$ cat src/rtl/fsm519_pkg.sv
// Shared definitions for the Fig. 5.19 sequence FSM: state codes and the
// legal-edge table used by both the trace monitor and the FSM bench.
package fsm519_pkg;

  localparam logic [1:0] S0 = 2'b00;
  localparam logic [1:0] S1 = 2'b01;
  localparam logic [1:0] S2 = 2'b10;
  localparam logic [1:0] S3 = 2'b11;

  // Self-loops count as edges; S1 must always exit, so S1->S1 is illegal.
  function automatic logic is_legal_edge(input logic [1:0] from, input logic [1:0] to);
    logic ok;
    ok = 1'b0;
    case (from)
      S0: ok = (to == S0) || (to == S1);
      S1: ok = (to == S2) || (to == S3);
      S2: ok = (to == S2) || (to == S3);
      S3: ok = (to == S3) || (to == S0);
      default: ok = 1'b0;
    endcase
    return ok;
  endfunction

endpackage

$ cat src/rtl/sat_cnt.sv
// Saturating up-counter with synchronous clear and load-to-1.
// Priority: clear, then load-to-1, then increment.
module sat_cnt #(
  parameter int W = 16
) (
  input  logic         clk_i,
  input  logic         rst_i,
  input  logic         clr_i,
  input  logic         inc_i,
  input  logic         load1_i,
  output logic [W-1:0] q_o
);

  localparam logic [W-1:0] ONE = W'(1);
  localparam logic [W-1:0] MAX = '1;

  // Count register; holds at all-ones instead of wrapping.
  always_ff @(posedge clk_i or negedge rst_i) begin
    if (!rst_i) begin
      q_o <= '0;
    end else if (clr_i) begin
      q_o <= '0;
    end else if (load1_i) begin
      q_o <= ONE;
    end else if (inc_i && (q_o != MAX)) begin
      q_o <= q_o + ONE;
    end
  end

endmodule

$ cat src/rtl/fsm_trace_mon.sv
// Passive monitor for the Fig. 5.19 FSM state code: per-state dwell
// counters, transition count, current run length and first-illegal-edge
// capture. It only observes state_i and never feeds back into the FSM.
module fsm_trace_mon
  import fsm519_pkg::*;
#(
  parameter int CNT_W = 16
) (
  input  logic             clk_i,
  input  logic             rst_i,
  input  logic [1:0]       state_i,
  input  logic             clr_i,
  input  logic [1:0]       sel_i,
  output logic [CNT_W-1:0] dwell_o,
  output logic [CNT_W-1:0] trans_cnt_o,
  output logic [CNT_W-1:0] run_len_o,
  output logic             illegal_o,
  output logic [1:0]       ill_from_o,
  output logic [1:0]       ill_to_o
);

  logic [1:0]       prev_state;
  logic             prev_valid;
  logic             counted;
  logic             edge_seen;
  logic             same_state;
  logic             bad_edge;
  logic [CNT_W-1:0] dwell_q [4];

  // Classify the current sample against the previous one.
  always_comb begin
    counted    = !clr_i;
    edge_seen  = counted && prev_valid;
    same_state = (state_i == prev_state);
    bad_edge   = edge_seen && !is_legal_edge(prev_state, state_i);
  end

  for (genvar g = 0; g < 4; g++) begin : g_dwell
    sat_cnt #(.W(CNT_W)) u_dwell (
      .clk_i   (clk_i),
      .rst_i   (rst_i),
      .clr_i   (clr_i),
      .inc_i   (counted && (state_i == 2'(g))),
      .load1_i (1'b0),
      .q_o     (dwell_q[g])
    );
  end

  sat_cnt #(.W(CNT_W)) u_trans (
    .clk_i   (clk_i),
    .rst_i   (rst_i),
    .clr_i   (clr_i),
    .inc_i   (edge_seen && !same_state),
    .load1_i (1'b0),
    .q_o     (trans_cnt_o)
  );

  // A first sample or a state change restarts the run at 1.
  sat_cnt #(.W(CNT_W)) u_run (
    .clk_i   (clk_i),
    .rst_i   (rst_i),
    .clr_i   (clr_i),
    .inc_i   (edge_seen && same_state),
    .load1_i (counted && (!prev_valid || !same_state)),
    .q_o     (run_len_o)
  );

  // Previous-sample tracking; clear forces the next sample to be a first sample.
  always_ff @(posedge clk_i or negedge rst_i) begin
    if (!rst_i) begin
      prev_state <= S0;
      prev_valid <= 1'b0;
    end else if (clr_i) begin
      prev_state <= S0;
      prev_valid <= 1'b0;
    end else begin
      prev_state <= state_i;
      prev_valid <= 1'b1;
    end
  end

  // Sticky illegal flag; only the first offending edge is recorded.
  always_ff @(posedge clk_i or negedge rst_i) begin
    if (!rst_i) begin
      illegal_o  <= 1'b0;
      ill_from_o <= 2'b00;
      ill_to_o   <= 2'b00;
    end else if (clr_i) begin
      illegal_o  <= 1'b0;
      ill_from_o <= 2'b00;
      ill_to_o   <= 2'b00;
    end else if (bad_edge && !illegal_o) begin
      illegal_o  <= 1'b1;
      ill_from_o <= prev_state;
      ill_to_o   <= state_i;
    end
  end

  // Zero-latency readout of the selected dwell counter.
  always_comb begin
    dwell_o = dwell_q[sel_i];
  end

endmodule
$ cat config.mk
export PLATFORM = sky130hd
export DESIGN_NAME = fsm_trace_mon
export DESIGN_NICKNAME = d
export VERILOG_FILES = /design/src/rtl/fsm519_pkg.sv /design/src/rtl/sat_cnt.sv /design/src/rtl/fsm_trace_mon.sv
export SDC_FILE = /design/constraint.sdc
export NUM_CORES = 1
export LEC_CHECK = 0
export BUFFER_PORTS_ARGS = -buffer_cell sky130_fd_sc_hd__clkbuf_2
export CAP_MARGIN = 20
export CORE_MARGIN = 8
export CORE_UTILIZATION = 40
export CTS_CLUSTER_SIZE = 30
export DETAILED_ROUTE_END_ITERATION = 10
export PLACE_DENSITY_LB_ADDON = 0.1
export SLEW_MARGIN = 25
export SYNTH_ARGS = -nofsm -noshare
export SYNTH_HDL_FRONTEND = slang
export SYNTH_SLANG_ARGS = --single-unit
export TNS_END_PERCENT = 30
$ cat constraint.sdc
create_clock -name clk_i -period 1.76 [get_ports clk_i]
set_input_delay 0.088 -clock clk_i [delete_from_list [all_inputs] [get_ports clk_i]]
set_output_delay 0.088 -clock clk_i [all_outputs]
set_load 0.02 [all_outputs]
Word-level counts from Yosys, hierarchy flattened
Index checks and enable logic that the tools add are counted.

operators by class
  add/sub/neg operators = 6
  reduce and logical (&&, ||, !) cells = 35
  magnitude comparators = 1
  mux-type cells = 25
  bitwise logic cells = 1
  equal/unequal tests = 13

operators with widths
  kind                                                  count
  2-to-1 mux 16 bit                                     15
  adder 16 x 1 -> 16 bit (second input constant)        6
  inequality test 16 bit (second input constant)        6
  binary-select mux 16 bit (select 2 bit)               1
  logical AND 1 bit                                     16
  nonzero test 2 bit                                    6
  2-to-1 mux 2 bit                                      5
  equality test 2 bit (second input constant)           4
  zero test 1 bit                                       5
  equality test 2 x 1 -> 1 bit (second input constant)  2
  zero test 2 bit                                       2
  logical OR 1 bit                                      4
  >= comparator 3 bit (second input constant)           1
  2-to-1 mux 1 bit                                      3
  inverter 2 -> 3 bit                                   1
  case mux 1 bit (3 select lines)                       1
  nonzero test 3 bit                                    1
  equality test 2 bit                                   1
  OR reduction 2 bit                                    1

word-level totals
  logic and storage cells = 92
  bits of input ports = 7
  register bits = 104

Longest topological paths before layout
  depth after elaboration = 8
  mapped depth = 7

Hierarchy
Synthesis repeated with hierarchy kept, for this count alone.

second synthesis, totals
  cell total of the unflattened synthesis = 681
  area total of the unflattened synthesis = 6363.6 µm²

by module, submodules not included
  module         times used  area each (µm²)  cells each
  sat_cnt        6           915.9            102
  fsm_trace_mon  1           868.3            69

Worst setup path before layout
Ideal clock, no wire load.

  path type = register to register
  from = register u_trans.q_o[0]
  to = register u_trans.q_o[14]
  clock period less this slack = 2046 ps
  cell stages (with the launch flop) = 7
  arrival = 1970 ps
  slack = -286 ps
  path buffers = 0
  cells stage by stage = dfrtp_1 -> ha_1 -> nand4_2 -> or2_0 -> a2111o_1 -> or4_1 -> o21ai_1

between the ends
  cells in the longest elaborated chain, start to end = 3
  elaborated cells on any way between the ends = 6
  those cells by class = add/sub: 1; eq/ne: 1; mux: 2; reduce/logical: 2

RTL lines
  item                                                                     RTL line                      RTL
  start: declaration                                                       sat_cnt.sv:11                 output logic [W-1:0] q_o
  start signal: assignment                                                 sat_cnt.sv:26                 q_o <= q_o + ONE;
  adder 16 x 1 -> 16 bit / inequality test 16 bit (equally long branches)  sat_cnt.sv:26, sat_cnt.sv:25
  2-to-1 mux 16 bit / logical AND 1 bit (equally long branches)            sat_cnt.sv:25                 end else if (inc_i && (q_o != MAX)) begin
  2-to-1 mux 16 bit / nonzero test 2 bit (equally long branches)           n/a

Several ways; a longest one is shown, not always the timed one. The select of a mux whose other input is x is not followed.
A chain may end at the register's enable or synchronous reset.

Worst setup path after layout
  from = register u_trans.q_o[10]
  to = register u_trans.q_o[14]

The elaborated chain is that of the path after synthesis.

==> out/qor.yml <==
outcome: "finished, violations left"
violations: "negative setup slack"
yosysSeqAreaShare_pct: 44.7
drv_slew: 0
drive_gt1_share_pct: 33.1
r2r_slack_ns: -0.003
viasPerCell: 5.57
clock_skew_ns: 0.00906
grt.overflow.total: 0
fillers: 1280
synth_ff_type: "dfrtp_1"
startpoint_type: "flop"
grt_pass1_vias: 5194
drv_cap: 0
crit_top_cell: "and3_4"
rr_startpoint: "u_trans.q_o[10]"
synthCells: 591
cp-startpoint: "u_trans.q_o[10]"
clockRootBuffer: "clkbuf_16"
power_frac_seq_pct: 48.4
clk_latency_ns: 0.36
fin_setup_tns_ns: -0.00283
portBuffers: 59
combPwrFrac_pct: 7.0
routabilityCongestion: 0.884
critPathRequiredTime_ns: 2.05
syn-num-nets: 604
max_stage_delay_ns: 0.44
num-nets-final: 764
ys_warn_count: 0
tightest_slew_ns: 0.577
cp_cell_sequence: "and3_4 -> and3_4 -> a2111o_1 -> or4_4 -> o21ai_2"
peakVddDrop_v: 0.000442
num_rows: 44
die_height_um: 137
synth_cell_types: 56
ys_ff_latch: 104
power_density_nw_per_um2: 653
diodes: 0
rsz0062_at_grt: "yes"
place_inst: 921
grt_use_total_pct: 18.6
fin_ws_ns: -0.00283
instances_no_fill: 940
initial_core_util_pct: 40.6
hold_viol: 0
drcViolationCount: 0
r2r_cells: 5
ioPinCount: 60
worstHoldPathType: "input pin to asynchronous set/reset pin"
async_reset_ff_share_pct: 100
drt_iter0_drc: 369
die_w_um: 137
grt_pass1_wl_um: 27300
grt_antenna_before_repair: 0
relSlewSlack_pct: 61.6
clk_path_buf_depth: 2
die_area_sq_um: 18700
synth_edf_count: 0
p_int_mw: 3.80
dp.final_hpwl_um: 12200
first_pass_iters: 4
criticalPathCategory: "flop to flop"
cts_made_buffers: 9
end_kind: "flop"
grt_max_degree: 96
timing.final.crit_share_pct: 100
fin_util_pct: 53.5
cts.htree.levels: 3
routed_wl_um: 16700
num_vias: 5235
switching_share_pct: 24.2
power.net_switching_mw: 1.21
post-route-min-period_ns: 1.76
setup_viol: 1
core_sq_um: 14400
clkTransAtPathRegs_ns: 0.07
wl_per_cell_um: 17.8
crit_fanout: 3
holdWs_ns: 0.0913
fmax_mhz: 567
r2r-end: "u_trans.q_o[14]"
leakagePower_nw: 3.43
pwr-share-clk_pct: 44.6
syn_area_per_cell_sq_um: 9.86
cts_tree: "built"
area_delta_synth_final_pct: 31.8
cp_slowest_cell: "a2111o_1"
mappedNetlistArea_sq_um: 5830
postRouteAntennaNets: 0
cp.arrival_ns: 2.06
clock-sinks: 104
cell usage after synthesis (8+ instances only):
cell type,n,area [sq um]
dfrtp_1,104,2600
nor2_1,81,304
nand2_1,51,191
xnor2_1,35,307
nand3_1,32,160
nand4_1,22,138
xor2_1,22,193
a21oi_1,18,90.1
and3_1,17,106
mux2i_1,17,170
clkbuf_1,16,60.1
mux4_2,16,360
nor3_1,13,65.1
nor4_1,12,75.1
o21ai_0,11,55.1
inv_1,10,37.5
a211oi_1,9,67.6
o211ai_1,8,60.1
layout make-up:
cell class                      count  area (sq um)  area share [%]
Clock buffer                        9           225            2.93
Inverter                           10          37.5           0.489
Sequential cell                   104          2610            33.9
Timing Repair Buffer              173          1200            15.6
Clock inverter                      7           104            1.35
Tap cell                          184           230            3.00
Multi-Input combinational cell    453          3280            42.7
flip-flops by register name, indices dropped and copies added, names as in the netlist:
register and cells:
ill_from_o 2, u_run.q_o 16, g_dwell.u_dwell.q_o 64, ill_to_o 2, illegal_o 1, prev_state 2
prev_valid 1, u_trans.q_o 16
logic make-up (layout without fill, tap and decap cells):
group | Yosys count | count (layout) | synth area share, %
AOI/OAI and AO/OA | 85 | 85 | 10.0
muxes | 33 | 33 | 9.10
DFF | 104 | 104 | 44.7
xor gates and xnor gates | 57 | 57 | 8.57
and+or+nand+nor | 272 | 272 | 23.9
buffers and inverters | 34 | 199 | 2.47
adders and majority gates | 6 | 6 | 1.29
placed cells by master, fill, tap and decap left out, types with 4 or more instances in the layout:
cell type	Yosys	layout
a211oi_1	9	9
mux2i_1	17	17
clkbuf_16	0	9
nor3_1	13	12
and2_1	5	4
dfrtp_1	104	100
o211ai_1	8	8
clkbuf_2	0	58
a31oi_1	7	7
nand2b_1	4	4
nand3_1	32	29
nand4_1	22	22
o31ai_1	4	4
a21oi_1	18	16
and4_1	7	7
xor2_1	22	21
nor2_1	81	81
dfrtp_2	0	4
and3_1	17	16
nor4_2	1	4
nand2_1	51	51
mux4_2	16	16
o2111ai_1	5	4
buf_4	1	110
inv_1	10	10
nor4_4	1	4
o21ai_0	11	9
xnor2_1	35	35
nor4_1	12	6
nor2b_1	4	4
a31o_2	4	4
metrics by stage:
step	cell area [sq um]	total power [mW]	setup WS, ns
final	7680	5.02	-0.00283
after detailed placement	7140	2.82	-0.000272
after floorplan	5850	2.64	-0.151
after global placement	7140	2.82	0.0585
after global routing	7680	5.22	-0.0850
after CTS	7490	5.09	-0.0102
metal layers:
layer	GRT usage (%)	vias up	wire, um
li1	-	2492	-
met4	3.97	0	144
met2	29.3	101	8080
met3	4.66	10	884
met1	25.4	2632	7630
met5	0	-	0
worst max-delay path: cells and delay by family (launching register included):
| family | cells | cell delay (ns) |
|---|---|---|
| DFF | 1 | 0.41 |
| AOI/OAI and AO/OA | 2 | 0.51 |
| and+or+nand+nor | 3 | 0.77 |
how the worst max path moves through the flow:
stage / end / slack (ns) / cells after the start
after floorplan: u_trans.q_o[14] / -0.15 / 6
after global placement: u_trans.q_o[14] / 0.06 / 6
after detailed placement: u_trans.q_o[14] / -0.0003 / 6
after CTS: u_trans.q_o[14] / -0.01 / 5
after global routing: g_dwell[1].u_dwell.q_o[3] / -0.09 / 5
final: u_trans.q_o[14] / -0.003 / 5
timing repair:
action	in CTS	in global routing
resized for setup	1	38
hold endpoints to repair	104	0
endpoints found under the setup margin	1	49
setup buffers	0	2
pin swaps	0	8
hold buffers	1	0
power groups by stage:
stage          Combinational, mW  Clock, mW  Sequential, mW
6_report                   0.349       2.24            2.43
5_1_grt                    0.387       2.40            2.43
4_1_cts                    0.354       2.31            2.43
3_3_place_gp               0.346          0            2.47
2_1_floorplan              0.150          0            2.49
3_5_place_dp               0.349          0            2.47
Power figures use the tool's default switching activity.
